## config.mk

```make
export PLATFORM = sky130hd
export DESIGN_NAME = serial_tx
export DESIGN_NICKNAME = d
export VERILOG_FILES = /design/src/rtl/serial_pkg.sv /design/src/rtl/bit_timer.sv /design/src/rtl/serial_tx.sv
export SDC_FILE = /design/constraint.sdc
export NUM_CORES = 1
export LEC_CHECK = 0
export BUFFER_PORTS_ARGS = -buffer_cell sky130_fd_sc_hd__buf_2
export CORE_MARGIN = 2
export CORE_UTILIZATION = 49
export DETAILED_ROUTE_END_ITERATION = 8
export PLACE_DENSITY = 0.79
export SETUP_SLACK_MARGIN = 0.4
export SYNTH_ARGS = -nofsm -noshare
export SYNTH_HDL_FRONTEND = slang
export SYNTH_SLANG_ARGS = --single-unit
```

## constraint.sdc

```tcl
create_clock -name Clock -period 1.55 [get_ports Clock]
set_input_delay 0.2325 -clock Clock [delete_from_list [all_inputs] [get_ports Clock]]
set_output_delay 0.2325 -clock Clock [all_outputs]
set_load 0.005 [all_outputs]
```

## src/rtl/serial_pkg.sv

```systemverilog
// Shared definitions for the framed serial link: FSM state encoding and line levels.
// The receiver side reuses these so both ends agree on frame structure.
package serial_pkg;

   typedef enum logic [2:0] {
      ST_IDLE   = 3'd0,
      ST_START  = 3'd1,
      ST_DATA   = 3'd2,
      ST_PARITY = 3'd3,
      ST_STOP   = 3'd4
   } tx_state_e;

   localparam logic LINE_IDLE  = 1'b1;
   localparam logic LINE_START = 1'b0;
   localparam logic LINE_STOP  = 1'b1;

endpackage

```

## src/rtl/bit_timer.sv

```systemverilog
// Bit-period timer: Tick is high on the last cycle of each CLKS_PER_BIT-cycle period.
// Clear restarts the count so the first period after Clear is a full one.
module bit_timer #(
   parameter int CLKS_PER_BIT = 4
) (
   input  logic Clock,
   input  logic Reset,
   input  logic Clear,
   output logic Tick
);

   localparam int TW = (CLKS_PER_BIT > 1) ? $clog2(CLKS_PER_BIT) : 1;
   localparam logic [TW-1:0] LAST = TW'(CLKS_PER_BIT - 1);

   logic [TW-1:0] cnt_q;
   logic [TW-1:0] cnt_d;

   always_comb begin
      cnt_d = cnt_q;
      if (Clear || (cnt_q == LAST)) begin
         cnt_d = '0;
      end else begin
         cnt_d = cnt_q + TW'(1);
      end
   end

   always_ff @(posedge Clock) begin
      if (Reset) begin
         cnt_q <= '0;
      end else begin
         cnt_q <= cnt_d;
      end
   end

   assign Tick = (cnt_q == LAST);

endmodule

```

## src/rtl/serial_tx.sv

```systemverilog
// Framed serial transmitter: start bit, LSB-first data, optional even parity, stop bit.
// All outputs are registered; Start is only honoured while idle (never queued).
module serial_tx
   import serial_pkg::*;
#(
   parameter int DATA_WIDTH   = 8,
   parameter int CLKS_PER_BIT = 4,
   parameter int PARITY_EN    = 0
) (
   input  logic                  Clock,
   input  logic                  Reset,
   input  logic                  Start,
   input  logic [DATA_WIDTH-1:0] Data,
   output logic                  TxOut,
   output logic                  Busy,
   output logic                  Done
);

   localparam int CW = $clog2(DATA_WIDTH + 1);
   localparam logic [CW-1:0] LAST_BIT = CW'(DATA_WIDTH - 1);

   tx_state_e             state_q, state_d;
   logic [DATA_WIDTH-1:0] shift_q, shift_d;
   logic [CW-1:0]         bit_cnt_q, bit_cnt_d;
   logic                  parity_q, parity_d;
   logic                  tx_q, tx_d;
   logic                  busy_q, busy_d;
   logic                  done_q, done_d;
   logic                  tick;
   logic                  timer_clear;

   // Holding the timer cleared while idle makes the start bit a full period.
   assign timer_clear = (state_q == ST_IDLE);

   bit_timer #(
      .CLKS_PER_BIT(CLKS_PER_BIT)
   ) u_bit_timer (
      .Clock(Clock),
      .Reset(Reset),
      .Clear(timer_clear),
      .Tick (tick)
   );

   always_comb begin
      state_d   = state_q;
      shift_d   = shift_q;
      bit_cnt_d = bit_cnt_q;
      parity_d  = parity_q;
      done_d    = 1'b0;

      case (state_q)
         ST_IDLE: begin
            if (Start) begin
               state_d   = ST_START;
               shift_d   = Data;
               parity_d  = ^Data;
               bit_cnt_d = '0;
            end
         end
         ST_START: begin
            if (tick) begin
               state_d = ST_DATA;
            end
         end
         ST_DATA: begin
            if (tick) begin
               shift_d = shift_q >> 1;
               if (bit_cnt_q == LAST_BIT) begin
                  bit_cnt_d = '0;
                  state_d   = (PARITY_EN != 0) ? ST_PARITY : ST_STOP;
               end else begin
                  bit_cnt_d = bit_cnt_q + CW'(1);
               end
            end
         end
         ST_PARITY: begin
            if (tick) begin
               state_d = ST_STOP;
            end
         end
         ST_STOP: begin
            if (tick) begin
               state_d = ST_IDLE;
               done_d  = 1'b1;
            end
         end
         default: begin
            state_d = ST_IDLE;
         end
      endcase

      // Outputs are derived from the next state so they change together with it.
      case (state_d)
         ST_START:  tx_d = LINE_START;
         ST_DATA:   tx_d = shift_d[0];
         ST_PARITY: tx_d = parity_d;
         ST_STOP:   tx_d = LINE_STOP;
         default:   tx_d = LINE_IDLE;
      endcase
      busy_d = (state_d != ST_IDLE);
   end

   always_ff @(posedge Clock) begin
      if (Reset) begin
         state_q   <= ST_IDLE;
         shift_q   <= '0;
         bit_cnt_q <= '0;
         parity_q  <= 1'b0;
         tx_q      <= LINE_IDLE;
         busy_q    <= 1'b0;
         done_q    <= 1'b0;
      end else begin
         state_q   <= state_d;
         shift_q   <= shift_d;
         bit_cnt_q <= bit_cnt_d;
         parity_q  <= parity_d;
         tx_q      <= tx_d;
         busy_q    <= busy_d;
         done_q    <= done_d;
      end
   end

   assign TxOut = tx_q;
   assign Busy  = busy_q;
   assign Done  = done_q;

endmodule

```

# Word-level counts from Yosys, hierarchy flattened
# Index checks and enable logic that the tools add are counted.
# W data, S select, Z words.
dict set report op_classes {
  bitwise_logic 1
  reduce_logical 8
  muxes 18
  eq_ne 11
  add_sub_neg 2
}
# op n
set ops {}
lappend ops {{$mux W3} 6}
lappend ops {{$mux W8} 2}
lappend ops {{$pmux W8 S2} 1}
lappend ops {{$pmux W3 S5} 1}
lappend ops {{$eq A3 B2 Y1 const B} 4}
lappend ops {{$mux W4} 3}
lappend ops {{$pmux W4 S2} 1}
lappend ops {{$reduce_xor A8 Y1} 1}
lappend ops {{$eq A3 B1 Y1 const B} 2}
lappend ops {{$add A4 B1 Y4 const B} 1}
lappend ops {{$eq A4 B3 Y1 const B} 1}
lappend ops {{$ne A2 B2 Y1 const B} 2}
lappend ops {{$reduce_or A2 Y1} 2}
lappend ops {{$eq A3 B3 Y1 const B} 1}
lappend ops {{$logic_not A3 Y1} 1}
lappend ops {{$mux W1} 3}
lappend ops {{$pmux W1 S3} 1}
lappend ops {{$reduce_and A3 Y1} 1}
lappend ops {{$reduce_bool A3 Y1} 1}
lappend ops {{$add A2 B1 Y2 const B} 1}
lappend ops {{$eq A2 B2 Y1 const B} 1}
lappend ops {{$reduce_bool A2 Y1} 1}
lappend ops {{$logic_or A1 B1 Y1} 1}
lappend ops {{$not A1 Y1} 1}
dict set report totals {
  regBits 21
  input_bits 11
  word_cells 49
}

# Depth between registers and ports, before layout
# Gate-level depths: netlist of run 1.
dict set report logic_depth {
  word_depth 6
  ltp_mapped 7
  ltp_nobuf 5
}

# Cells and area by module
# From an unflattened synthesis of run 1, not the netlist that was laid out.
dict set report hier_totals {
  hier_cells 110
  hier_area_um2 1027.2
}
# mod instances area_each_um2 seq_area_each_um2 cells_each
set by_module_without_submodules {}
lappend by_module_without_submodules {serial_tx 1 947.2 380.4 105}
lappend by_module_without_submodules {bit_timer 1 80.1 40.0 5}

# Worst setup path before layout of run 1
# OpenSTA, ideal clock, no wires.
dict set report synth_path {
  path_kind {reg-to-reg}
  start {register u_bit_timer.cnt_q[0]}
  end {register bit_cnt_q[3]}
  setup_ns 0.070
  slack_ns -0.100
  period_less_slack_ns 1.650
  t_required_ns 1.480
  path_stages_with_launch 7
  t_arrival_ns 1.580
  n_path_buf 1
  path_cell_list {dfxtp_1 > ha_1 > and4bb_2 > buf_6 > nor2_2 > or4b_1 > a21oi_1}
}
dict set report synth_via {
  elab_chain_cells 3
}
# element line
set synth_rtl {}
lappend synth_rtl {{start: declaration} bit_timer.sv:15} ;# logic [TW-1:0] cnt_q;
lappend synth_rtl {{start signal: assignment} bit_timer.sv:31} ;# cnt_q <= cnt_d;
lappend synth_rtl {{$eq A2 B2 Y1} bit_timer.sv:35} ;# assign Tick = (cnt_q == LAST);
lappend synth_rtl {{via tick} serial_tx.sv:29} ;# logic tick;
lappend synth_rtl {{$ne A2 B2 Y1 (no source line)} --}
lappend synth_rtl {{$reduce_and A3 Y1 (no source line)} --}
lappend synth_rtl {{end signal: assignment} serial_tx.sv:115} ;# bit_cnt_q <= bit_cnt_d;
lappend synth_rtl {{end: declaration} serial_tx.sv:24} ;# logic [CW-1:0] bit_cnt_q, bit_cnt_d;
# The timed path passes the listed nets, and every way through them passes these cells.
# A chain may end at the register's enable or synchronous reset.

# Worst setup path in the final report of run 1
dict set report layout_path {
  start {register state_q[0]}
  end {register bit_cnt_q[3]}
}
dict set report layout_via {
  elab_chain_cells 3
  word_cells_on_any_way 7
}
# element line
set layout_rtl {}
lappend layout_rtl {{start: declaration} serial_tx.sv:22} ;# tx_state_e state_q, state_d;
lappend layout_rtl {{start signal: assignment} serial_tx.sv:113} ;# state_q <= state_d;
lappend layout_rtl {{$eq A3 B2 Y1 or $logic_not A3 Y1 (tied branches)} serial_tx.sv:51} ;# case (state_q)
lappend layout_rtl {{$ne A2 B2 Y1 (no source line) or $reduce_bool A2 Y1 (tied branches)} --}
lappend layout_rtl {{$reduce_and A3 Y1 (no source line)} --}
# Parallel ways exist; a longest one is shown, timed or not.

==> impl_summary.txt, run 1 <==
----------------------------------------------------
[Die]
  Die area ... 2410 sq um
  IO Count ... 14
  Total number of placement rows ... 16
  Vertical extent of the die ... roughly 50 um
  Initial Utilization ... about half
  Width of the die ... 49.1 um
  Core footprint ... between 1500 and 2000 sq um

[Critical path]
  Signal arrival time at the worst endpoint ... around 1.8 ns
  Worst path required time ... between 1.5 and 2 ns
  Type of element capturing the critical path ... register
  Critical Path Fanout Max ... 5
  CP Launch Type ... register
  Worst setup path class ... register to register

[Worst hold path]
  Worst hold path type ... primary input to register

[Detailed routing]
  Starting DRT DRC Count ... 28
  Met3 wire length ... 194 um
  Via total after detailed routing ... between 1,000 and 1,500
  Wl on met1 ... around 1200 um
  Final wirelength ... ~3000 um
  Average wire per standard cell ... approximately 17 um
  Via/cell ratio ... 5.71
  Post-route ant nets ... 0
  DRT Pass-1 Iters ... 4
  Residual DRC ... 0
  Highest metal layer used by the detailed router ... met4
  Met2 routed WL ... 1540 um

[Outcome]
  Violated checks ... setup timing
  Status ... complete, but fails checks

[CTS]
  Largest buffer count on any clock path ... 2
  Clock insertion delay at the later pin of the skew report ... 0.30 ns
  Clock-pin slew of the registers on the worst-case setup and hold paths ... 0.12 ns
  Post-CTS Hold Buffers ... 0
  Buffer cell driving the clock tree root ... sky130_fd_sc_hd__clkbuf_4
  CTS Sinks ... 21
  CTS tree ... built
  TritonCTS Buffers ... 3
  H-tree depth ... 1

[Pwr]
  Largest vdd supply drop ... about 0.00045 V
  Static leakage ... approximately 0.00058 uW
  Power per Cell Area ... around 740 nW/um^2

[STA]
  Worst hold slack across all endpoints ... 0.213 ns
  Share of the clock period used by the worst path after layout ... 101%
  Pin slew with the least headroom to its limit ... a little under 0.4 ns
  Layout Skew ... ~0.0034 ns
  RSZ-0062 raised after global routing ... yes
  Setup-violating endpoint count in the final report ... 1
  PnR worst setup slack ... -0.0167 ns
  Final critical delay including setup and external delays ... 1.57 ns
  Highest clock frequency the design can meet ... 638 MHz
  Final Hold Vio Count ... 0
  Slew headroom ... 73.7%
  Max-slew violations ... 0
  Sum of negative setup slack ... -0.0167 ns

[Cells and area]
  Filler-free cell count of the finished design ... 178
  Diodes inserted ... 0
  Share of cells above drive strength 1 ... a little over half
  Total Nets Final ... between 150 and 200
  Area delta synth->final ... 46.9%

[Global route]
  Wire length of the first global-routing pass ... between 4000 and 5000 um
  Pin count of the biggest net entering global routing ... 21
  Remaining Overflow, GRT ... 0
  Vias in the first global route ... between 900 and 1,000
  Overall global routing resource usage ... between 20% and 30%
  Number of antenna violations at the first check in global routing ... 0

[Job]
  Max-cap viol count ... 0

[Placed design]
  Final Wtd Congestion ... roughly 0.86
  Worst setup slack after placement ... -0.0508 ns
  Placed Cells ... approximately 150
  Half-perimeter wire length of the detailed placement result ... about 1500 um
  Number of input and output port buffers inserted ... 13

[Yosys]
  Number of flip-flops and latches in the synthesized netlist ... 21
  Count of distinct cell types in the synthesized netlist ... 33
  Post-synthesis cell area ... 998 sq um
  Syn nets ... about 130
  Cell count after synthesis ... 112
  Avg Cell Area, Syn ... between 8 and 9 sq um
  Number of warnings reported in the yosys synthesis log ... 0
  Post-synthesis sequential area ratio ... 42.1%

----------------------------------------------------
-- worst max-delay path, stage by stage (launching register included) --
cell	delay, ns
sky130_fd_sc_hd__dfxtp_4	0.39
sky130_fd_sc_hd__or3b_4	0.41
sky130_fd_sc_hd__nor2_4	0.10
sky130_fd_sc_hd__or4b_4	0.46
sky130_fd_sc_hd__a21oi_2	0.14
-- path summary, 6_finish.rpt --
path,startpoint,endpoint,slack [ns],cells past startpoint
worst min-delay path,Data[7],shift_q[7],0.21,3
worst min register to register,u_bit_timer.cnt_q[0],u_bit_timer.cnt_q[0],0.44,1
worst max-delay path,state_q[0],bit_cnt_q[3],-0.02,4
worst max register to register,state_q[0],bit_cnt_q[3],-0.02,4
-- per-layer routing --
layer  track usage (%)  vias up
met4              7.14        0
met2              44.6       44
met1              30.8      490
li1                  -      481
met3              2.76        2
met5                 0        -
-- registers in the layout, summed over array words and instances, names as in the netlist --
signal / count
Busy: 1
Done: 1
TxOut: 1
bit_cnt_q: 4
parity_q: 1
shift_q: 8
state_q: 3
u_bit_timer.cnt_q: 2
-- cell type report --
class | count | area (sq um)
clock buffer | 3 | 22.5
fill | 126 | 475
multi-input combinational | 82 | 633
clock inverter | 1 | 5.00
tap | 27 | 33.8
sequential | 21 | 434
inverter | 1 | 3.75
timing repair buffer | 43 | 334
-- synth_stat cells --
cell	count	area, sq um
sky130_fd_sc_hd__nor2_2	1	6.26
sky130_fd_sc_hd__xnor2_1	7	61.3
sky130_fd_sc_hd__or4b_1	1	10.0
sky130_fd_sc_hd__clkbuf_1	2	7.51
sky130_fd_sc_hd__or2_2	1	6.26
sky130_fd_sc_hd__nor4_1	1	6.26
sky130_fd_sc_hd__a21boi_0	1	7.51
sky130_fd_sc_hd__a21oi_1	13	65.1
sky130_fd_sc_hd__nor2b_1	2	12.5
sky130_fd_sc_hd__ha_1	2	25.0
sky130_fd_sc_hd__a22oi_1	8	60.1
sky130_fd_sc_hd__mux2i_1	1	10.0
sky130_fd_sc_hd__nand4b_1	1	8.76
sky130_fd_sc_hd__and4bb_2	1	12.5
sky130_fd_sc_hd__buf_6	2	22.5
sky130_fd_sc_hd__or3b_2	3	26.3
sky130_fd_sc_hd__nand3_1	2	10.0
sky130_fd_sc_hd__or3b_1	1	8.76
sky130_fd_sc_hd__buf_1	1	3.75
sky130_fd_sc_hd__nand2_1	10	37.5
sky130_fd_sc_hd__a22o_1	1	8.76
sky130_fd_sc_hd__nor4b_2	1	15.0
sky130_fd_sc_hd__and3b_1	1	8.76
sky130_fd_sc_hd__o22ai_1	1	6.26
sky130_fd_sc_hd__nor4b_1	1	8.76
sky130_fd_sc_hd__inv_1	1	3.75
sky130_fd_sc_hd__nor2_1	10	37.5
sky130_fd_sc_hd__o21ai_0	3	15.0
sky130_fd_sc_hd__buf_2	3	15.0
sky130_fd_sc_hd__nor3_1	4	20.0
sky130_fd_sc_hd__a2bb2oi_1	1	8.76
sky130_fd_sc_hd__dfxtp_1	21	420
sky130_fd_sc_hd__a211oi_1	3	22.5
-- logic make-up (layout without fill, tap and decap cells) --
kind of cell               after synthesis  in the layout  share of synthesized area, %
DFF                                     21             21                          42.1
adders and majority gates                2              2                          2.51
xor gates and xnor gates                 7              7                          6.14
buffers and inverters                    9             48                          5.26
AOI/OAI and AO/OA                       31             31                          19.4
muxes                                    1              1                          1.00
and+or+nand+nor                         41             41                          23.6
-- report_power, final --
group	leakage [uW]	switching [uW]	internal, uW
clock network	0.0000177	169	96.0
registers	0.000176	20.4	564
logic	0.000390	106	126
-- stage by stage --
stage                     area, sq um  power [uW]  utilization [%]
after floorplan                  1030         695                -
after global placement           1140         738             58.8
after detailed placement         1140         746             58.8
after CTS                        1400        1040             72.0
after global routing             1470        1120             75.5
final                            1470        1080             75.5
-- placed cells by master (no fill, tap or decap), drive strengths merged, types with 2 or more instances in the layout --
| master | count |
|---|---|
| nor4b | 2 |
| a22oi | 8 |
| nand3 | 2 |
| or3b | 4 |
| a211oi | 3 |
| o21ai | 3 |
| buf | 43 |
| a21oi | 13 |
| clkbuf | 3 |
| xnor2 | 7 |
| nand2 | 10 |
| ha | 2 |
| dfxtp | 21 |
| nor2 | 11 |
| nor3 | 4 |
| nor2b | 2 |
-- repair_timing --
item                       4_1_cts  5_1_grt
resized for setup               32        8
setup endpoints to repair       18       20
setup buffers                   15        5
pin swaps                       11        9
cloned                           1        1
(Power assumes the default switching activity.)
==> run 2: changes to the inputs <==
--- a/config.mk
+++ b/config.mk
@@ -8,2 +8,3 @@
 export BUFFER_PORTS_ARGS = -buffer_cell sky130_fd_sc_hd__buf_2
+export CAP_MARGIN = 20
 export CORE_MARGIN = 2
@@ -11,2 +12,3 @@
 export DETAILED_ROUTE_END_ITERATION = 8
+export HOLD_SLACK_MARGIN = 0.05
 export PLACE_DENSITY = 0.79
==> constraint.sdc (replaced) <==
create_clock -name Clock -period 1.55 [get_ports Clock]
set_input_delay 0.3875 -clock Clock [delete_from_list [all_inputs] [get_ports Clock]]
set_output_delay 0.3875 -clock Clock [all_outputs]
set_load 0.005 [all_outputs]
==> run 2 against run 1 <==
The run still ends with setup timing left. Via count is 5.0% higher. Flip-flop and latch count stayed put. Register-to-register slack worse by 0.08 ns. Sequential power hardly changed. Non-clock buffer count is 7 higher. Wire length is 11% higher. Clock power is 6% higher. Clock skew is 0.0018 ns higher. Critical endpoint unchanged. Largest cell class unchanged.
==> impl_summary.txt, run 2 (synthesis results as in run 1) <==
----------------------------------------------------
[Outcome]
  Status ... complete, but fails checks
  Violated checks ... setup timing

[STA]
  Max-slew violations ... 0
  Final critical delay including setup and external delays ... approximately 1.6 ns
  RSZ-0062 raised after global routing ... yes
  Slew headroom ... a little under three quarters
  Layout Skew ... 0.00517 ns
  Pin slew with the least headroom to its limit ... around 0.43 ns
  Setup-violating endpoint count in the final report ... 10
  PnR worst setup slack ... -0.0918 ns
  Highest clock frequency the design can meet ... between 600 and 700 MHz
  Share of the clock period used by the worst path after layout ... 106%
  Sum of negative setup slack ... -0.350 ns
  Final Hold Vio Count ... 0

[Placed design]
  Number of input and output port buffers inserted ... 13
  Half-perimeter wire length of the detailed placement result ... ~1400 um
  Placed Cells ... approximately 150
  Final Wtd Congestion ... between 0.7 and 0.8
  Post-place instance area ... approximately 1200 sq um

[Cells and area]
  Registers with the most flip-flops ... shift_q x8, bit_cnt_q x4, state_q x3
  Area delta synth->final ... 58.1%
  Final instance area ... between 1500 and 2000 sq um
  Total Nets Final ... between 150 and 200
  Share of cells above drive strength 1 ... 56.3%
  Commonest cells after routing, fill and taps aside ... sky130_fd_sc_hd__buf_4 (22), sky130_fd_sc_hd__dfxtp_1 (14), sky130_fd_sc_hd__buf_2 (13), sky130_fd_sc_hd__buf_6 (13), sky130_fd_sc_hd__a21oi_1 (10)
  Finished Core Util ... 81.3%
  Max FFs per register ... 8
  Filler-free cell count of the finished design ... 185
  Diodes inserted ... 0
  Most flop-heavy register ... shift_q
  Leading cell type in the layout, fill and taps excluded ... sky130_fd_sc_hd__buf_4

[CTS]
  CTS tree ... built
  H-tree depth ... 1
  CTS Sinks ... 21
  Largest buffer count on any clock path ... 2
  TritonCTS Buffers ... 3
  Post-CTS Hold Buffers ... 0
  Buffer cell driving the clock tree root ... sky130_fd_sc_hd__clkbuf_4
  Clock-pin slew of the registers on the worst-case setup and hold paths ... about 0.13 ns
  Clock insertion delay at the later pin of the skew report ... between 0.3 and 0.4 ns

[Critical path]
  Type of element capturing the critical path ... register
  Critical-path cell with the highest stage delay ... sky130_fd_sc_hd__or4b_4
  Signal arrival time at the worst endpoint ... approximately 1.9 ns
  List of cells traversed by the critical path ... buf_6, nor4b_4, nor2_4, or4b_4, a21oi_2
  Category of cells accounting for the largest share of critical-path delay ... simple AND/OR/NAND/NOR gates
  Worst path required time ... around 1.8 ns
  CP Launch Type ... register
  Buffers and inverters on the worst path ... 1
  Critical Path Fanout Max ... 4
  Worst setup path class ... register to register
  Stage delay of the slowest cell on the critical path ... 0.51 ns

[Global route]
  Number of antenna violations at the first check in global routing ... 0
  Pin count of the biggest net entering global routing ... 21
  Remaining Overflow, GRT ... 0
  Wire length of the first global-routing pass ... 4570 um
  Overall global routing resource usage ... between 20% and 30%
  Vias in the first global route ... between 900 and 1,000

[Detailed routing]
  Via/cell ratio ... 5.77
  Residual DRC ... 0
  Starting DRT DRC Count ... 48
  Average wire per standard cell ... roughly 18 um
  Via total after detailed routing ... ~1,100
  Final wirelength ... about 3300 um
  DRT Pass-1 Iters ... 4
  Post-route ant nets ... 0

[Die]
  IO Count ... 14
  Die area ... around 2400 sq um
  Initial Utilization ... approximately half
  Width of the die ... 49.1 um
  Vertical extent of the die ... 49.1 um
  Core footprint ... slightly below 2000 sq um
  Total number of placement rows ... 16

[Pwr]
  Power per Cell Area ... a little over 700 nW/um^2
  Largest vdd supply drop ... around 0.00060 V
  Static leakage ... 0.000635 uW

[Worst hold path]
  Worst hold path type ... primary input to register

[Job]
  Max-cap viol count ... 0

----------------------------------------------------
## run 2: area by class of cell
cell class,count,area (sq um)
Clock buffer,3,22.5
Clock inverter,1,5.00
Fill cell,107,363
Inverter,1,3.75
Multi-Input combinational cell,82,666
Sequential cell,21,437
Tap cell,27,33.8
Timing Repair Buffer,50,412
## run 2: metrics by stage
stage                     hold WS [ns]  power, uW  worst slack [ns]
after global routing             0.400       1150            -0.117
after floorplan                  0.416        695            0.0461
final                            0.385       1110           -0.0918
after CTS                        0.362       1060            0.0103
after global placement           0.420        742           0.00165
after detailed placement         0.429        747           -0.0460
## run 2: power by group
| part | switching (uW) | total [uW] | internal (uW) |
|---|---|---|---|
| logic | 111 | 249 | 138 |
| clock network | 183 | 280 | 96.6 |
| registers | 20.7 | 583 | 562 |
## run 2: what timing repair did
item,CTS,global route
resized for setup,35,17
buffers inserted,17,10
setup endpoints to repair,18,21
pin swaps,21,13
## run 2: worst register-to-register path: stages (launching register included)
cell and delay (ns):
sky130_fd_sc_hd__dfxtp_4 0.39, sky130_fd_sc_hd__buf_6 0.12, sky130_fd_sc_hd__nor4b_4 0.30, sky130_fd_sc_hd__nor2_4 0.10
sky130_fd_sc_hd__or4b_4 0.51, sky130_fd_sc_hd__a21oi_2 0.17
## run 2: routing by layer
layer	share of wire (%)	global-route usage (%)	vias to the layer above
li1	-	-	499
met1	41	31.1	497
met2	49	42.6	64
met3	8.3	3.07	8
met4	1.8	12.9	0
met5	0	0	-
## run 2: path summary, 6_finish.rpt
check / start / end / slack (ns) / cells after the start
setup / recovery: state_q[2] / bit_cnt_q[3] / -0.09 / 5
setup reg to reg: state_q[2] / bit_cnt_q[3] / -0.09 / 5
hold / removal: Data[7] / shift_q[7] / 0.38 / 3
hold reg to reg: u_bit_timer.cnt_q[0] / u_bit_timer.cnt_q[0] / 0.45 / 1
